**src/rtl/lenet_params_pkg.sv**
```systemverilog
// Shared LeNet streaming parameters and the window-streamer FSM encoding.
package lenet_params_pkg;

  localparam int DATA_WIDTH    = 32;
  localparam int IFM_SIZE      = 14;
  localparam int KERNAL_SIZE   = 5;
  localparam int FIFO_SIZE     = (KERNAL_SIZE - 1) * IFM_SIZE + KERNAL_SIZE;
  localparam int IFM_SIZE_NEXT = IFM_SIZE - KERNAL_SIZE + 1;

  typedef enum logic [1:0] {
    S_IDLE   = 2'd0,
    S_STREAM = 2'd1,
    S_DRAIN  = 2'd2,
    S_DONE   = 2'd3
  } stream_state_t;

endpackage

```
**src/rtl/raster_position_counter.sv**
```systemverilog
// Push-side raster bookkeeping: tracks (row,col) of the next pushed pixel and
// flags/numbers every push that completes an in-bounds KxK window.
module raster_position_counter #(
  parameter int IFM_SIZE     = 14,
  parameter int KERNAL_SIZE  = 5,
  parameter int WIN_IDX_BITS = 7
) (
  input  logic                    clk,
  input  logic                    reset,
  input  logic                    i_clear,
  input  logic                    i_push,
  output logic                    o_window_valid,
  output logic [WIN_IDX_BITS-1:0] o_window_index
);

  localparam int CW   = $clog2(IFM_SIZE);
  localparam int RW   = $clog2(IFM_SIZE + 1);
  localparam int NEXT = IFM_SIZE - KERNAL_SIZE + 1;

  localparam logic [CW-1:0]           COL_LAST = CW'(IFM_SIZE - 1);
  localparam logic [CW-1:0]           COL_MIN  = CW'(KERNAL_SIZE - 1);
  localparam logic [RW-1:0]           ROW_MIN  = RW'(KERNAL_SIZE - 1);
  localparam logic [RW-1:0]           ROW_END  = RW'(IFM_SIZE);
  localparam logic [WIN_IDX_BITS-1:0] IDX_LAST = WIN_IDX_BITS'(NEXT * NEXT - 1);

  logic [CW-1:0]           r_col;
  logic [RW-1:0]           r_row;
  logic                    r_valid;
  logic [WIN_IDX_BITS-1:0] r_index;

  // Validity comes from the counters alone; the first valid window needs a
  // full FIFO refill, so stale contents from a previous frame never qualify.
  always_ff @(posedge clk) begin
    if (reset || i_clear) begin
      r_col   <= '0;
      r_row   <= '0;
      r_valid <= 1'b0;
      r_index <= '0;
    end else begin
      r_valid <= i_push && (r_row >= ROW_MIN) && (r_col >= COL_MIN);
      if (i_push) begin
        if (r_col == COL_LAST) begin
          r_col <= '0;
          if (r_row != ROW_END) r_row <= r_row + 1'b1;
        end else begin
          r_col <= r_col + 1'b1;
        end
      end
      if (r_valid && (r_index != IDX_LAST)) r_index <= r_index + 1'b1;
    end
  end

  assign o_window_valid = r_valid;
  assign o_window_index = r_index;

endmodule

```
**src/rtl/ifm_window_streamer.sv**
```systemverilog
// Streams one IFM in raster order from memory into the KxK window FIFO and
// reports when the FIFO taps hold a complete window.
module ifm_window_streamer #(
  parameter  int DATA_WIDTH       = lenet_params_pkg::DATA_WIDTH,
  parameter  int IFM_SIZE         = lenet_params_pkg::IFM_SIZE,
  parameter  int KERNAL_SIZE      = lenet_params_pkg::KERNAL_SIZE,
  localparam int ADDRESS_SIZE_IFM = $clog2(IFM_SIZE * IFM_SIZE),
  localparam int IFM_SIZE_NEXT    = IFM_SIZE - KERNAL_SIZE + 1,
  localparam int WIN_IDX_BITS     = $clog2(IFM_SIZE_NEXT * IFM_SIZE_NEXT)
) (
  input  logic                        clk,
  input  logic                        reset,
  input  logic                        start,
  input  logic                        hold,
  output logic                        ifm_read_en,
  output logic [ADDRESS_SIZE_IFM-1:0] ifm_address,
  input  logic [DATA_WIDTH-1:0]       ifm_data_in,
  output logic                        fifo_enable,
  output logic [DATA_WIDTH-1:0]       fifo_data_in,
  output logic                        window_valid,
  output logic [WIN_IDX_BITS-1:0]     window_index,
  output logic                        busy,
  output logic                        done
);

  import lenet_params_pkg::*;

  localparam logic [ADDRESS_SIZE_IFM-1:0] ADDR_LAST =
    ADDRESS_SIZE_IFM'(IFM_SIZE * IFM_SIZE - 1);

  stream_state_t               r_state;
  stream_state_t               w_next;
  logic [ADDRESS_SIZE_IFM-1:0] r_addr;
  logic                        r_fifo_en;
  logic                        w_start_acc;
  logic                        w_read;

  always_ff @(posedge clk) begin
    if (reset) r_state <= S_IDLE;
    else       r_state <= w_next;
  end

  always_comb begin
    w_next      = r_state;
    w_start_acc = 1'b0;
    w_read      = 1'b0;
    case (r_state)
      S_IDLE: begin
        if (start) begin
          w_next      = S_STREAM;
          w_start_acc = 1'b1;
        end
      end
      S_STREAM: begin
        w_read = !hold;
        if (!hold && (r_addr == ADDR_LAST)) w_next = S_DRAIN;
      end
      S_DRAIN: w_next = S_DONE;
      S_DONE:  w_next = S_IDLE;
      default: w_next = S_IDLE;
    endcase
  end

  // Address parks on the last pixel after the frame; a new start rewinds it.
  always_ff @(posedge clk) begin
    if (reset || w_start_acc)                  r_addr <= '0;
    else if (w_read && (r_addr != ADDR_LAST))  r_addr <= r_addr + 1'b1;
  end

  // Memory data lands one cycle after the strobe; this register turns that
  // into the push, and reset kills an in-flight one.
  always_ff @(posedge clk) begin
    if (reset) r_fifo_en <= 1'b0;
    else       r_fifo_en <= w_read;
  end

  raster_position_counter #(
    .IFM_SIZE    (IFM_SIZE),
    .KERNAL_SIZE (KERNAL_SIZE),
    .WIN_IDX_BITS(WIN_IDX_BITS)
  ) u_pos (
    .clk           (clk),
    .reset         (reset),
    .i_clear       (w_start_acc),
    .i_push        (r_fifo_en),
    .o_window_valid(window_valid),
    .o_window_index(window_index)
  );

  assign ifm_read_en  = w_read;
  assign ifm_address  = r_addr;
  assign fifo_enable  = r_fifo_en;
  assign fifo_data_in = ifm_data_in;
  assign busy         = (r_state == S_STREAM) || (r_state == S_DRAIN);
  assign done         = (r_state == S_DONE);

endmodule

```
**config.mk**
```make
export PLATFORM = sky130hd
export DESIGN_NAME = ifm_window_streamer
export DESIGN_NICKNAME = d
export VERILOG_FILES = /design/src/rtl/lenet_params_pkg.sv /design/src/rtl/raster_position_counter.sv /design/src/rtl/ifm_window_streamer.sv
export SDC_FILE = /design/constraint.sdc
export NUM_CORES = 1
export LEC_CHECK = 0
export CORE_MARGIN = 8
export CORE_UTILIZATION = 42
export CTS_CLUSTER_DIAMETER = 80
export DETAILED_ROUTE_END_ITERATION = 8
export PLACE_DENSITY = 0.85
export SLEW_MARGIN = 20
export SYNTH_ARGS = -nofsm -noshare
export SYNTH_HDL_FRONTEND = slang
export SYNTH_SLANG_ARGS = --single-unit
```
**constraint.sdc**
```tcl
create_clock -name clk -period 3.2 [get_ports clk]
set_input_delay 0.32 -clock clk [delete_from_list [all_inputs] [get_ports clk]]
set_output_delay 0.32 -clock clk [all_outputs]
set_load 0.1 [all_outputs]
```
Yosys cells after proc, flatten, opt, wreduce, memory -nomap -nowiden --
Index checks and enable logic that the tools add are counted.
Storage, ports and cells: logic and storage cells 41, input port bits 36, register bits 27, output and inout port bits 52
Cells by class: muxes and demuxes 7, equality and inequality tests 10, $lt $le $gt $ge 2, reductions and logical operators 11, add/subtract/negate cells 4
Operators by type and width (number):
- $add 4x1->4 const B | 2
- $add 8x1->8 const B | 1
- $eq 8x8->1 const B | 1
- $ge 4x3->1 const B | 2
- $ne 8x8->1 const B | 1
- $pmux 2 s4 | 1
- $add 7x1->7 const B | 1
- $ne 7x7->1 const B | 1
- $logic_and 1x1->1 | 5
- $eq 2x2->1 const B | 2
- $eq 4x4->1 const B | 1
- $mux 2 | 2
- $mux 4 | 1
- $ne 2x2->1 const B | 2
- $ne 4x4->1 const B | 1
- $mux 1 | 3
- $reduce_and 3->1 | 1
- $eq 2x1->1 const B | 1
- $logic_not 2->1 | 1
- $logic_or 1x1->1 | 2
- $reduce_and 2->1 | 1
- $logic_not 1->1 | 1

Depth between registers and ports, before layout --
word-level depth 4, mapped depth 6

Cells and area by module --
Synthesis repeated with hierarchy kept, for this count alone.
Second synthesis, totals: cell total of the unflattened synthesis 179, area, all modules 1589.0 µm²
By module, submodules not included:
- ifm_window_streamer | area an instance 848.3 µm², instances 1, cells each 96
- raster_position_counter | area an instance 740.7 µm², instances 1, cells each 83

Least setup slack after synthesis --
OpenSTA, ideal clock, no wires.
path kind flip-flop to flip-flop, start register u_pos.r_index[1], in the netlist u_pos.o_window_index[1], end register u_pos.r_index[6], in the netlist u_pos.o_window_index[6], stages on the path, launching flop included 5, period minus slack after synthesis 2053 ps, required time 3129 ps, path slack 1147 ps, buffers on the path 0, library setup time 71 ps, data arrival time 1982 ps, cell sequence dfxtp_1 ha_1 nand4_1 or3_1 a21oi_1
On the way: word-level cells in the longest chain between the ends 2, elaborated cells between the ends (all ways) 3, those cells by class add/sub (1); eq/ne (1); reduce/logical (1)
RTL lines:
- from (decl) | line raster_position_counter.sv:29 | logic [WIN_IDX_BITS-1:0] r_index;
- from (signal assigned) | line raster_position_counter.sv:49 | if (r_valid && (r_index != IDX_LAST)) r_index <= r_index + 1'b1;
- parallel branches: the longest is 2 deep, another holds $add 7x1->7
Several ways; the timed one is not identified. A chain may end at the register's enable or synchronous reset.

Final worst setup path --
start register r_addr[3], in the netlist ifm_address[3], end output ifm_address[3]
RTL lines:
- from (decl) | line ifm_window_streamer.sv:33 | logic [ADDRESS_SIZE_IFM-1:0] r_addr;
- from (signal assigned) | line ifm_window_streamer.sv:67 | else if (w_read && (r_addr != ADDR_LAST)) r_addr <= r_addr + 1'b1;
- to (decl) | line ifm_window_streamer.sv:16 | output logic [ADDRESS_SIZE_IFM-1:0] ifm_address,
No word-level cell between the ends.

==> impl_metrics.json <==
{
  "run_status": "finished, final reports clean",
  "cts_root_buffer": "clkbuf_8",
  "path_clk_slew_ns": 0.09,
  "drt-vias-per-instance": 5.433,
  "cts-htree-levels": 1,
  "ratio_of_cells_with_drive_above_1_in_the_final_layout_pct": 4.918,
  "routabilityCongestion": 0.8502,
  "routed_wire_length_per_instance_um": 13.31,
  "rsz_0062_raised_after_global_routing": "false",
  "route.detailed.drc": 0,
  "design.final.nets": 229,
  "postCtsHoldBufs": 0,
  "portBuffers": 23,
  "report.final.setup_viol": 0,
  "drt_pass1_iterations": 4,
  "cp_cell_sequence": "clkdlybuf4s50_1",
  "static-leakage-power_uw": 0.0005732,
  "cts_tree": "built",
  "placed_cell_area_um2": 1660,
  "postSynthCellCount": 191,
  "design_area_um2": 1705,
  "insertion_delay_ns": 0.27,
  "core-area_um2": 3689,
  "critical-path-slowest-cell": "clkdlybuf4s50_1",
  "vdd_ir_drop_max_v": 0.0003532,
  "clock_sinks": 27,
  "yosysTopAreaCellShare_pct": 33.08,
  "antenna_cells": 0,
  "synth.area.top_cells": "dfxtp_1, buf_4, ha_1, nand2_1, a21oi_1",
  "maxClockFrequency_mhz": 442.8,
  "yosysWarnings": 0,
  "layout_worst_path_cycle_share_pct": 70.58,
  "global_route.overflow_total": 0,
  "remaining_antenna_violation_count_after_routing": 0,
  "critical-path-top-delay-family": "buffers and inverters",
  "delay_of_the_slowest_critical_path_stage_ns": 1.19,
  "drt_first_iter_violations": 57,
  "dominant_cell_type_by_area_after_synthesis": "dfxtp_1",
  "maxSlewHeadroom_pct": 34.82,
  "power-per-cell-area_nw_per_um2": 535.0,
  "slew_viol_final": 0,
  "grt_util_all_layers_pct": 10.06,
  "postSynthRegisterBits": 27,
  "syn-cell-area_um2": 1634,
  "longest_clk_path_bufs": 2,
  "placement_rows": 22,
  "sequential_cell_area_um2": 540.5,
  "endpoint_kind": "output pin",
  "syn2layout_area_growth_pct": 4.365,
  "primary_flip_flop_cell_chosen_by_synthesis_mapping": "dfxtp_1",
  "first_global_vias": 1148,
  "type_of_the_tightest_min_delay_check": "reg2reg",
  "startpoint_type": "flop",
  "worst_ep_arrival_time_ns": 1.94,
  "fin_tns_setup_ns": 0,
  "tightest_slew_ns": 0.9746,
  "timing.critical_path.fanout_max": 9,
  "multi_input_comb_area_um2": 802.0,
  "detail_route.wirelength_um": 3075,
  "async_flop_share_pct": 0,
  "grt_antenna_before_repair": 0,
  "mostFrequentLayoutCell": "dfxtp_1",
  "post_cts_resized": 0,
  "worst_path_buf_inv": 1,
  "wire_length_of_the_first_global_routing_pass_um": 5257,
  "synth.avg_cell_area_um2": 8.555,
  "worst_clock_skew_ns": 0.004794,
  "io_pins": 88,
  "cts-buffers-inserted": 3,
  "yosysSeqAreaShare_pct": 33.08,
  "setup_fix_bufs_post_cts": 0,
  "chipHeight_um": 78.38,
  "synthesis.nets": 236,
  "grt_start_max_net_pins": 19,
  "critPathKind": "reg2out",
  "synth.lib_cells_used.distinct": 41,
  "required_time_reported_for_the_critical_path_endpoint_ns": 2.88,
  "final_period_minus_worst_setup_slack_ns": 2.259,
  "place.detailed.hpwl_um": 2337,
  "hold_violations": 0,
  "layout.cells.most_common_list": "dfxtp_1, nand2_1, clkdlybuf4s50_1, a21oi_1, inv_1",
  "initial_utilization_pct": 44.30,
  "area_of_the_die_um2": 6143,
  "layout.filler_cells": 365,
  "vias": 1255,
  "maxCapViolations": 0,
  "edff_count_synth": 0,
  "fp.dieW_um": 78.38
}
## tightest hold or removal path, cell delays in order, from the launching register on
cell and delay (ns):
dfxtp_1 0.34, nand2_1 0.07, mux2i_1 0.05
## final timing paths
| kind | slack [ns] | end | start | cells past startpoint |
|---|---|---|---|---|
| setup / recovery | 0.94 | ifm_address[3] | ifm_address[3] | 1 |
| setup reg to reg | 1.41 | u_pos.r_row[3] | r_state[0] | 4 |
| hold reg to reg | 0.51 | u_pos.r_row[0] | u_pos.r_row[0] | 2 |
| hold / removal | 0.51 | u_pos.r_row[0] | u_pos.r_row[0] | 2 |
## cell usage after synthesis (all sizes together), types with 2 or more instances
master	instances
buf	35
dfxtp	27
nand2	19
a21oi	14
inv	10
ha	9
or3	8
mux2i	6
nand3	6
nor2	6
o21ai	6
nand2b	5
nand4	5
o31ai	3
a2111o	2
a41oi	2
nand4b	2
nor4bb	2
o211ai	2
or4	2
xor2	2
## sequential cells by signal, summed over array words and instances (netlist names)
signal	count
u_pos.o_window_valid	1
u_pos.r_row	4
fifo_enable	1
r_state	2
u_pos.o_window_index	7
ifm_address	8
u_pos.r_col	4
## cell families (layout without fill, tap and decap cells)
group | after synthesis | after routing | share of synthesized area [%]
AND/OR/NAND/NOR | 63 | 63 | 21.44
buffers and inverters | 45 | 37 | 17.84
AO/OA/AOI/OAI | 38 | 38 | 15.47
flip-flops | 27 | 27 | 33.08
adder cells (fa/ha/maj) | 9 | 9 | 6.891
multiplexers | 6 | 6 | 3.675
XOR/XNOR | 3 | 3 | 1.608
## through the flow
stage                     utilization, %  setup slack, ns  instances  hold slack (ns)  total power [uW]
after floorplan                        -            1.147        191           0.3924             854.2
after global placement             45.01            1.253        227           0.4822             720.7
after detailed placement           45.01            1.232        227           0.4933             725.1
after CTS                          46.23           0.9231        231           0.5065             918.7
after global routing               46.23           0.8869        231           0.5330             960.3
final                              46.23           0.9414        231           0.5068             912.3
## power breakdown
group / switching, uW / leakage (uW) / internal (uW) / total, uW
Sequential: 19.1 / 0.000218 / 352 / 371
Clock: 106 / 0.0000228 / 89.3 / 195
Combinational: 252 / 0.000333 / 93.5 / 346
Total: 378 / 0.000573 / 535 / 912
## per-layer routing
| metal | share of wire, % | vias up | wire length [um] | track usage [%] |
|---|---|---|---|---|
| li1 | - | 635 | - | - |
| met1 | 43 | 582 | 1314 | 11.48 |
| met2 | 47 | 31 | 1451 | 16.16 |
| met3 | 8.2 | 7 | 253 | 3.531 |
| met4 | 1.8 | 0 | 56 | 5.370 |
| met5 | 0 | - | 0 | 0 |
## final cells by class
class	count	area share, %
multi-input cells	119	47.03
flip-flops and latches	27	31.69
well taps	48	3.522
repair buffers	23	12.91
clock buffers	4	2.641
inverters	10	2.201
(Power assumes the default switching activity.)
